### config.mk
export PLATFORM = sky130hd
export DESIGN_NAME = hgcal_fc_deserializer
export DESIGN_NICKNAME = d
export VERILOG_FILES = /design/src/rtl/hgcal_fc_pkg.sv /design/src/rtl/hgcal_fc_align_fsm.sv /design/src/rtl/hgcal_fc_deserializer.sv
export SDC_FILE = /design/constraint.sdc
export NUM_CORES = 1
export LEC_CHECK = 0
export ABC_AREA = 0
export CAP_MARGIN = 20
export CORE_ASPECT_RATIO = 0.8
export CORE_MARGIN = 8
export CORE_UTILIZATION = 55
export CTS_CLUSTER_SIZE = 10
export DETAILED_ROUTE_END_ITERATION = 12
export PLACE_DENSITY = 0.85
export SLEW_MARGIN = 10
export SYNTH_ARGS = -nofsm -noshare
export SYNTH_HDL_FRONTEND = slang
export SYNTH_SLANG_ARGS = --single-unit
### constraint.sdc
create_clock -name clk320 -period 4.8 [get_ports clk320]
set_input_delay 0.48 -clock clk320 [delete_from_list [all_inputs] [get_ports clk320]]
set_output_delay 0.48 -clock clk320 [all_outputs]
set_load 0.1 [all_outputs]
### src/rtl/hgcal_fc_pkg.sv
// ---------------------------------------------------------------------------
// hgcal_fc_pkg
//   Shared definitions for the HGCAL fast-control receive path: the
//   alignment FSM state encoding, the default idle/sync word and the
//   fast-command codes that the downstream decoder also uses.
// ---------------------------------------------------------------------------
package hgcal_fc_pkg;

    // LOCKED is the only state with bit 1 set, so "locked" is a flop bit.
    typedef enum logic [1:0] {
        HUNT    = 2'd0,
        CONFIRM = 2'd1,
        LOCKED  = 2'd2
    } fc_state_e;

    localparam logic [7:0] FC_SYNC_WORD = 8'hAC;

    // Fast-command codes shared with the fast-command decoder.
    localparam logic [7:0] FC_CMD_IDLE    = FC_SYNC_WORD;
    localparam logic [7:0] FC_CMD_BCR     = 8'h2D;
    localparam logic [7:0] FC_CMD_L1A     = 8'h33;
    localparam logic [7:0] FC_CMD_OCR     = 8'h4B;
    localparam logic [7:0] FC_CMD_CALIB   = 8'h55;
    localparam logic [7:0] FC_CMD_LINKRST = 8'h69;

endpackage

### src/rtl/hgcal_fc_align_fsm.sv
// ---------------------------------------------------------------------------
// hgcal_fc_align_fsm
//   Word-alignment state machine for the fast-control link. Owns the bit
//   phase counter (word boundary when bit_cnt==7), the lock confirmation
//   counter and the gap counter that drops lock when sync words stop
//   arriving on the locked phase.
// Ports
//   clk320        in   bit clock
//   reset_n       in   asynchronous active-low reset
//   i_nxt         in   8-bit window ending with the bit sampled this cycle
//   o_state       out  current state (HUNT / CONFIRM / LOCKED)
//   o_word_accept out  this edge closes a locked word that must be output
//   o_gap_expire  out  this edge closes the word that exhausts the gap budget
// ---------------------------------------------------------------------------
module hgcal_fc_align_fsm
    import hgcal_fc_pkg::*;
#(
    parameter logic [7:0] SYNC_WORD  = FC_SYNC_WORD,
    parameter int         LOCK_COUNT = 4,
    parameter int         MAX_GAP    = 64
) (
    input  logic       clk320,
    input  logic       reset_n,
    input  logic [7:0] i_nxt,
    output fc_state_e  o_state,
    output logic       o_word_accept,
    output logic       o_gap_expire
);

    localparam int              GW         = $clog2(MAX_GAP + 1);
    localparam logic [GW-1:0]   GAP_LAST   = GW'(MAX_GAP - 1);
    localparam logic [3:0]      MATCH_LAST = 4'(LOCK_COUNT - 1);

    fc_state_e       r_state,     w_state_nxt;
    logic [2:0]      r_bit_cnt,   w_bit_nxt;
    logic [3:0]      r_match_cnt, w_match_nxt;
    logic [GW-1:0]   r_gap_cnt,   w_gap_nxt;
    logic            w_is_sync;
    logic            w_boundary;
    logic            w_accept;
    logic            w_expire;

    assign w_is_sync  = (i_nxt == SYNC_WORD);
    assign w_boundary = (r_bit_cnt == 3'd7);

    always_comb begin
        w_state_nxt = r_state;
        w_bit_nxt   = r_bit_cnt + 3'd1;
        w_match_nxt = r_match_cnt;
        w_gap_nxt   = r_gap_cnt;
        w_accept    = 1'b0;
        w_expire    = 1'b0;
        case (r_state)
            HUNT: begin
                // A match anywhere defines the phase: this edge is a boundary.
                if (w_is_sync) begin
                    w_bit_nxt   = 3'd0;
                    w_match_nxt = 4'd1;
                    if (LOCK_COUNT == 1) begin
                        w_state_nxt = LOCKED;
                        w_gap_nxt   = '0;
                    end else begin
                        w_state_nxt = CONFIRM;
                    end
                end
            end
            CONFIRM: begin
                if (w_boundary) begin
                    if (w_is_sync) begin
                        if (r_match_cnt == MATCH_LAST) begin
                            w_state_nxt = LOCKED;
                            w_match_nxt = 4'd0;
                            w_gap_nxt   = '0;
                        end else begin
                            w_match_nxt = r_match_cnt + 4'd1;
                        end
                    end else begin
                        w_state_nxt = HUNT;
                        w_match_nxt = 4'd0;
                    end
                end
            end
            LOCKED: begin
                // Off-phase sync words are ignored: only boundaries matter.
                if (w_boundary) begin
                    if (w_is_sync) begin
                        w_gap_nxt = '0;
                        w_accept  = 1'b1;
                    end else if (r_gap_cnt == GAP_LAST) begin
                        w_expire    = 1'b1;
                        w_state_nxt = HUNT;
                        w_gap_nxt   = '0;
                    end else begin
                        w_gap_nxt = r_gap_cnt + 1'b1;
                        w_accept  = 1'b1;
                    end
                end
            end
            default: begin
                w_state_nxt = HUNT;
                w_match_nxt = 4'd0;
                w_gap_nxt   = '0;
            end
        endcase
    end

    always_ff @(posedge clk320 or negedge reset_n) begin
        if (!reset_n) begin
            r_state     <= HUNT;
            r_bit_cnt   <= 3'd0;
            r_match_cnt <= 4'd0;
            r_gap_cnt   <= '0;
        end else begin
            r_state     <= w_state_nxt;
            r_bit_cnt   <= w_bit_nxt;
            r_match_cnt <= w_match_nxt;
            r_gap_cnt   <= w_gap_nxt;
        end
    end

    assign o_state       = r_state;
    assign o_word_accept = w_accept;
    assign o_gap_expire  = w_expire;

endmodule

### src/rtl/hgcal_fc_deserializer.sv
// ---------------------------------------------------------------------------
// hgcal_fc_deserializer
//   Receive end of the HGCAL fast-control link. Shifts in the 320 Mb/s
//   stream MSB first, lets hgcal_fc_align_fsm find and hold word alignment
//   on the idle/sync word, and presents one word per 8 bit clocks with a
//   one-cycle valid strobe while locked.
//   Optional feature macro: HGCAL_FC_LOSS_CNT_EN enables the saturating
//   lock-loss counter; without it lock_loss_count is tied to zero.
// Ports
//   clk320          in   320 MHz bit clock, sole clock domain
//   reset_n         in   asynchronous active-low reset
//   fc_serial_in    in   serial bit, synchronous to clk320
//   fc_word         out  last received word, bit 7 = first bit on the line
//   fc_word_valid   out  1-cycle pulse when fc_word updates (LOCKED only)
//   locked          out  high while in LOCKED
//   sync_error      out  1-cycle pulse on LOCKED->HUNT
//   lock_loss_count out  saturating count of lock losses
// ---------------------------------------------------------------------------
module hgcal_fc_deserializer
    import hgcal_fc_pkg::*;
#(
    parameter logic [7:0] SYNC_WORD  = FC_SYNC_WORD,
    parameter int         LOCK_COUNT = 4,
    parameter int         MAX_GAP    = 64
) (
    input  logic        clk320,
    input  logic        reset_n,
    input  logic        fc_serial_in,
    output logic [7:0]  fc_word,
    output logic        fc_word_valid,
    output logic        locked,
    output logic        sync_error,
    output logic [15:0] lock_loss_count
);

    // Only the 7 most recent bits are needed to form the next window.
    logic [6:0] r_sreg;
    logic [7:0] w_nxt;
    logic [7:0] r_fc_word;
    logic       r_valid;
    logic       r_sync_error;
    fc_state_e  w_state;
    logic       w_accept;
    logic       w_expire;

    assign w_nxt = {r_sreg, fc_serial_in};

    hgcal_fc_align_fsm #(
        .SYNC_WORD  (SYNC_WORD),
        .LOCK_COUNT (LOCK_COUNT),
        .MAX_GAP    (MAX_GAP)
    ) u_align_fsm (
        .clk320        (clk320),
        .reset_n       (reset_n),
        .i_nxt         (w_nxt),
        .o_state       (w_state),
        .o_word_accept (w_accept),
        .o_gap_expire  (w_expire)
    );

    always_ff @(posedge clk320 or negedge reset_n) begin
        if (!reset_n) begin
            r_sreg       <= 7'd0;
            r_fc_word    <= 8'd0;
            r_valid      <= 1'b0;
            r_sync_error <= 1'b0;
        end else begin
            r_sreg       <= w_nxt[6:0];
            r_valid      <= w_accept;
            r_sync_error <= w_expire;
            if (w_accept) begin
                r_fc_word <= w_nxt;
            end
        end
    end

    assign fc_word       = r_fc_word;
    assign fc_word_valid = r_valid;
    assign sync_error    = r_sync_error;
    // State is a register and LOCKED is a single encoding bit.
    assign locked        = (w_state == LOCKED);

`ifdef HGCAL_FC_LOSS_CNT_EN
    logic [15:0] r_loss_cnt;

    // Counts on the same edge that raises sync_error so both appear together.
    always_ff @(posedge clk320 or negedge reset_n) begin
        if (!reset_n) begin
            r_loss_cnt <= 16'h0000;
        end else if (w_expire && (r_loss_cnt != 16'hFFFF)) begin
            r_loss_cnt <= r_loss_cnt + 16'h0001;
        end
    end

    assign lock_loss_count = r_loss_cnt;
`else
    assign lock_loss_count = 16'h0000;
`endif

endmodule

== Word level (Yosys, flattened, before mapping) ==
Cells that the tools add are included.
Storage, ports and cells
  register bits: 33
  input bits: 3
  output and inout bits: 27
  word-level logic and storage cells: 61
Operators by class
  add/sub/neg operators: 3
  equality and inequality tests: 14
  mux-type cells: 30
  bitwise logic cells: 2
  reduce and logical (&&, ||, !) cells: 4
Operators by type and width (count)
  two-way mux 7 bit: 6
  one-hot mux 7 bit (3 select lines): 1
  two-way mux 4 bit: 4
  two-way mux 2 bit: 7
  inequality test 2 x 1 -> 1 bit, second input constant: 6
  one-hot mux 4 bit (3 select lines): 1
  equality test 8 bit, second input constant: 1
  two-way mux 1 bit: 8
  adder 7 x 1 -> 7 bit, second input constant: 1
  equality test 7 x 6 -> 1 bit, second input constant: 1
  two-way mux 3 bit: 2
  one-hot mux 2 bit (3 select lines): 1
  AND reduction 6 bit: 1
  AND reduction 5 bit: 1
  adder 4 x 1 -> 4 bit, second input constant: 1
  equality test 4 x 2 -> 1 bit, second input constant: 1
  adder 3 x 1 -> 3 bit, second input constant: 1
  equality test 3 bit, second input constant: 1
  inequality test 3 bit, second input constant: 1
  AND reduction 3 bit: 1
  equality test 2 x 1 -> 1 bit, second input constant: 1
  equality test 2 bit, second input constant: 1
  logical NOT 2 bit: 1
  inequality test 2 bit, second input constant: 1
  inverter 1 bit: 2

== Longest topological paths before layout ==
  depth after elaboration: 5
  gate-level depth with buffers: 6
  gate-level depth less buffers: 6

== Hierarchy ==
From an unflattened synthesis, not the netlist that was laid out.
Unflattened totals
  cell total of the unflattened synthesis: 146
  area, all modules: 1691.6 sq um
By module, submodules not included
  hgcal_fc_align_fsm: times used 1, cells each 102, area an instance 1004.7 sq um, sequential area each 400.4 sq um
  hgcal_fc_deserializer: times used 1, cells each 44, area an instance 686.9 sq um, sequential area each 425.4 sq um

== Least setup slack after synthesis ==
No wires, ideal clock.
  path kind: register to register
  start point: register u_align_fsm.r_state[0] (netlist: u_align_fsm.o_state[0])
  end point: register u_align_fsm.r_match_cnt[3]
  library setup time: 0.090 ns
  data arrival time: 2.501 ns
  data required time: 4.710 ns
  path slack: 2.209 ns
  stages on the path, launching flop included: 6
  path buffers: 1
  period minus slack after synthesis: 2.591 ns
  cells stage by stage: dfrtp_1 -> buf_2 -> nor2b_1 -> a21oi_1 -> o31a_1 -> o221ai_1
Between the ends
  word-level cells in the longest chain between the ends: 3
  elaborated cells between the ends (all ways): 8
  classes of those cells: eq/ne: 4; mux: 1; bitwise: 1; reduce/logical: 2
RTL lines
  start: declaration: RTL line hgcal_fc_align_fsm.sv:34  | fc_state_e r_state, w_state_nxt;
  start signal: assignment: RTL line hgcal_fc_align_fsm.sv:114  | r_state <= w_state_nxt;
  equality test 2 bit *
  via locked: RTL line hgcal_fc_deserializer.sv:31  | output logic locked,
  inverter 1 bit (no source line)
  AND reduction 3 bit (no source line)
  end signal: assignment: RTL line hgcal_fc_align_fsm.sv:116  | r_match_cnt <= w_match_nxt;
  end: declaration: RTL line hgcal_fc_align_fsm.sv:36  | logic [3:0] r_match_cnt, w_match_nxt;
Mark *: on every way through the listed nets, which the timed path passes. The rest lies on a longest branch.
A chain may end at the register's enable or synchronous reset.

== Worst setup path after layout ==
  start point: register u_align_fsm.r_state[1] (netlist: u_align_fsm.o_state[1])
  end point: output locked
Between the ends
  word-level cells in the longest chain between the ends: 1
RTL lines
  equality test 2 bit: RTL line hgcal_fc_deserializer.sv:81  | assign locked = (w_state == LOCKED);
  end: declaration: RTL line hgcal_fc_deserializer.sv:31
Every way passes these cells.

==> run summary <==
Outcome - complete, no violations
Post-CTS Hold Fix Bufs - 0
Finished Cell Area - 1850 um2
Count of endpoints failing hold in the final timing report - 0
Number of nets in the layout - 172
Final Cycle Share - 59.2%
Ratio of total power to cell area - 357 nW/um2
Proportion of power drawn by combinational gates - 15.6%
Minimum clock period after layout - 2.84 ns
P_leak - 0.809 nW
Cell internal power dissipation - 0.467 mW
Total Routing Usage GR - 12.8%
Area grow syn2layout - 13.7%
Setup repair after global routing missed its margin - false
Die outline area - 4970 um2
Data arrival at the endpoint of the critical path - 2.36 ns
Largest stage delay, worst path - 1.20 ns
CTS clock-pin slew for the worst setup and hold paths - 0.07 ns
Reg2reg end - fc_word[4]
Diode insertion count for antenna repair - 0
Startpoint kind of the worst setup timing path - flop
Highest clock rate - 352 MHz
Initial DRC Count - 81
R2R setup slack - 2.92 ns
Root Driver - clkbuf_8
Remaining antenna violation count - 0
Worst supply voltage drop on vdd - 0.196 mV
Worst slew pin tran - 0.996 ns
Fillers - 205
Number of placement rows - 17
Core box area - 2790 um2
Initial antenna violation count - 0
Total global routing overflow - 0
Worst setup startpoint - u_align_fsm.o_state[1]
Net switching fraction of the power - 29.3%
Destination of the critical timing path - locked
Gates resized, CTS repair - 0
DRC violation count after routing - 0
Horiz. Die Dim - 76.8 um
Routed WL per cell - 15.1 um
Series of cell instances along the critical path - nor2b_1 > clkdlybuf4s50_1
Number of vias in the routed layout - 1100
Number of library cell types mapped by synthesis - 42
Setup tns final - 0 ns
Net switching power of the design - 0.194 mW
Total I/O pin count - 30
WP depth - 2
HP Class - reg2reg
Final weighted congestion in routability-driven placement - 0.934
#FFs+latches synth - 33
Final count of pins violating max slew - 0
Area post-placement - 1730 um2
Die H - 64.7 um
Final hold slack - 0.392 ns
DRT Pass-1 Iters - 4
Clock Latency Late Sink - 0.29 ns
Setup bufs post-CTS - 0
Required time of the worst setup path - 4.32 ns
Netlist area before placement - 1630 um2
First-pass GRT wire length - 5020 um
Relative max-transition margin - 33.4%
Number of buffers inserted during clock tree synthesis - 5
Yosys warns - 0
CP endpoint kind - primary output
Maximum fanout along the worst path - 11
Detailed-route vias per instance - 5.39
Slowest library cell on the worst path - clkdlybuf4s50_1
Post-synthesis area per instance - 10.9 um2
Share of synthesized area occupied by flip-flops and latches - 50.7%
Clk pwr share - 40.3%
Largest clock skew in the final design - 0.00476 ns
Clock tree from TritonCTS - done
Gate count of the mapped netlist - 149
Startpoint of the lowest-slack register-to-register path - u_align_fsm.r_bit_cnt[0]
Relative contribution of sequential cells to total power - 44.1%
H-Tree Level Count - 2
Sum of net half-perimeters after detailed placement - 2290 um
Post-Layout Cell Count - 204
Starting Density - 58.4%
Critical path class - reg2out
FF-to-FF path depth - 5
Number of buffers inserted by port buffering - 13
Via count of the first global-routing pass - 1150
Layout cells sized above 1 - 14.5%
Largest net degree at the start of global routing - 34
Worst path top cell family by delay - buffers and inverters
Count of endpoints failing setup in the final report - 0
DRT Wirelength - 3090 um
Total buffers and inverters traversed by the critical path - 1
CTS Buffer Depth - 2
Max Cap Violations - 0
Placed insts - 196
Number of sinks driven by the clock tree - 33
==> layer usage <==
metal	track usage, %	routed length (um)	up-vias
met5	0	0	-
met4	8.61	49	0
met3	5.23	247	5
met2	20.3	1460	43
met1	13.9	1330	529
li1	-	-	523
==> synth_stat cells, drive strengths merged <==
master / count / share of area [%]
dfrtp: 33 / 51
inv: 8 / 1.8
o21ai: 7 / 2.2
or3: 1 / 0.38
o22ai: 2 / 0.77
o31a: 1 / 0.54
nor3: 5 / 1.8
mux2: 8 / 5.5
o21a: 1 / 0.46
a21oi: 5 / 2.5
ha: 4 / 3.1
a221o: 1 / 0.61
nand4: 2 / 0.77
nor2b: 6 / 2.3
and4bb: 2 / 2.0
a31oi: 1 / 0.38
and3b: 1 / 0.54
a22oi: 2 / 0.92
nor3b: 1 / 1.2
buf: 19 / 8.3
nor2: 8 / 1.8
nand2: 9 / 2.5
o2111ai: 1 / 0.54
a32o: 1 / 0.61
a2bb2oi: 1 / 0.54
o211ai: 3 / 1.4
clkbuf: 1 / 0.23
and2: 2 / 0.77
nand3b: 1 / 0.46
o32ai: 1 / 0.54
a21boi: 1 / 0.46
conb: 1 / 0.23
nand3: 7 / 2.2
o221ai: 1 / 0.54
nand2b: 1 / 0.38
==> power groups by stage <==
| stage | combinational, mW | sequential [mW] | clock [mW] |
|---|---|---|---|
| final | 0.103 | 0.291 | 0.266 |
| after global routing | 0.106 | 0.292 | 0.284 |
| after CTS | 0.103 | 0.291 | 0.273 |
| after detailed placement | 0.103 | 0.296 | 0 |
| after global placement | 0.102 | 0.295 | 0 |
| after floorplan | 0.0712 | 0.320 | 0 |
==> worst min-delay path by stage <==
| stage | from | endpoint | slack (ns) | depth (start not counted) |
|---|---|---|---|---|
| finish | r_sreg[3] | r_sreg[4] | 0.39 | 0 |
| global route | r_sreg[3] | r_sreg[4] | 0.41 | 0 |
| CTS | r_sreg[3] | r_sreg[4] | 0.40 | 0 |
| detailed placement | r_sreg[3] | r_sreg[4] | 0.38 | 0 |
| global placement | r_sreg[5] | r_sreg[6] | 0.37 | 0 |
| floorplan | reset_n | fc_word[0] | 0.18 | 0 |
==> cell type report <==
class | count | area [um2] | area share (%)
clock buffer | 6 | 82.6 | 4.46
inverter | 8 | 30.0 | 1.62
tap | 38 | 47.5 | 2.57
multi-input combinational | 103 | 689 | 37.3
clock inverter | 2 | 37.5 | 2.03
timing repair buffer | 14 | 138 | 7.44
sequential | 33 | 826 | 44.6
==> layout by cell type (no fill, tap or decap), types with 2 or more instances in the layout <==
cell | netlist | final
inv_1 | 8 | 8
dfrtp_1 | 33 | 33
o22ai_1 | 2 | 2
clkbuf_8 | 0 | 6
nor3_1 | 4 | 4
mux2_2 | 8 | 8
clkdlybuf4s50_1 | 0 | 13
a22oi_1 | 2 | 2
nand3_1 | 7 | 7
ha_1 | 4 | 4
a21oi_1 | 3 | 3
nor2b_1 | 6 | 6
o211ai_1 | 3 | 3
conb_1 | 1 | 16
nand2_1 | 8 | 8
and4bb_4 | 2 | 2
o21ai_0 | 6 | 6
nor2_1 | 8 | 8
nand4_1 | 2 | 2
==> sequential cells by signal, indices dropped and copies added (netlist names) <==
signal / cells
u_align_fsm.r_bit_cnt: 3
u_align_fsm.r_gap_cnt: 7
u_align_fsm.o_state: 2
r_sreg: 7
u_align_fsm.r_match_cnt: 4
sync_error: 1
fc_word: 8
fc_word_valid: 1
==> cells by family after synthesis <==
kind of cell	share of synthesized area, %
DFF	50.7
and+or+nand+nor	17.1
AOI/OAI and AO/OA	12.9
adders and majority gates	3.07
muxes	5.53
other	0.230
buffers and inverters	10.4
==> stage by stage <==
step	power [mW]	util, %	setup WS (ns)
after floorplan	0.391	-	2.21
after global placement	0.397	62.1	2.37
after detailed placement	0.399	62.1	2.27
after CTS	0.667	66.4	1.96
after global routing	0.682	66.4	1.90
final	0.661	66.4	1.96
==> worst reg2reg max path: cells and delay by family (launching register included) <==
kind / cells / cell delay (ns)
compound gates: 1 / 0.37
flops: 1 / 0.35
simple gates: 1 / 0.23
fa+ha+maj: 2 / 0.42
mux: 1 / 0.39
Note: power is estimated with default switching activity, not from simulation.
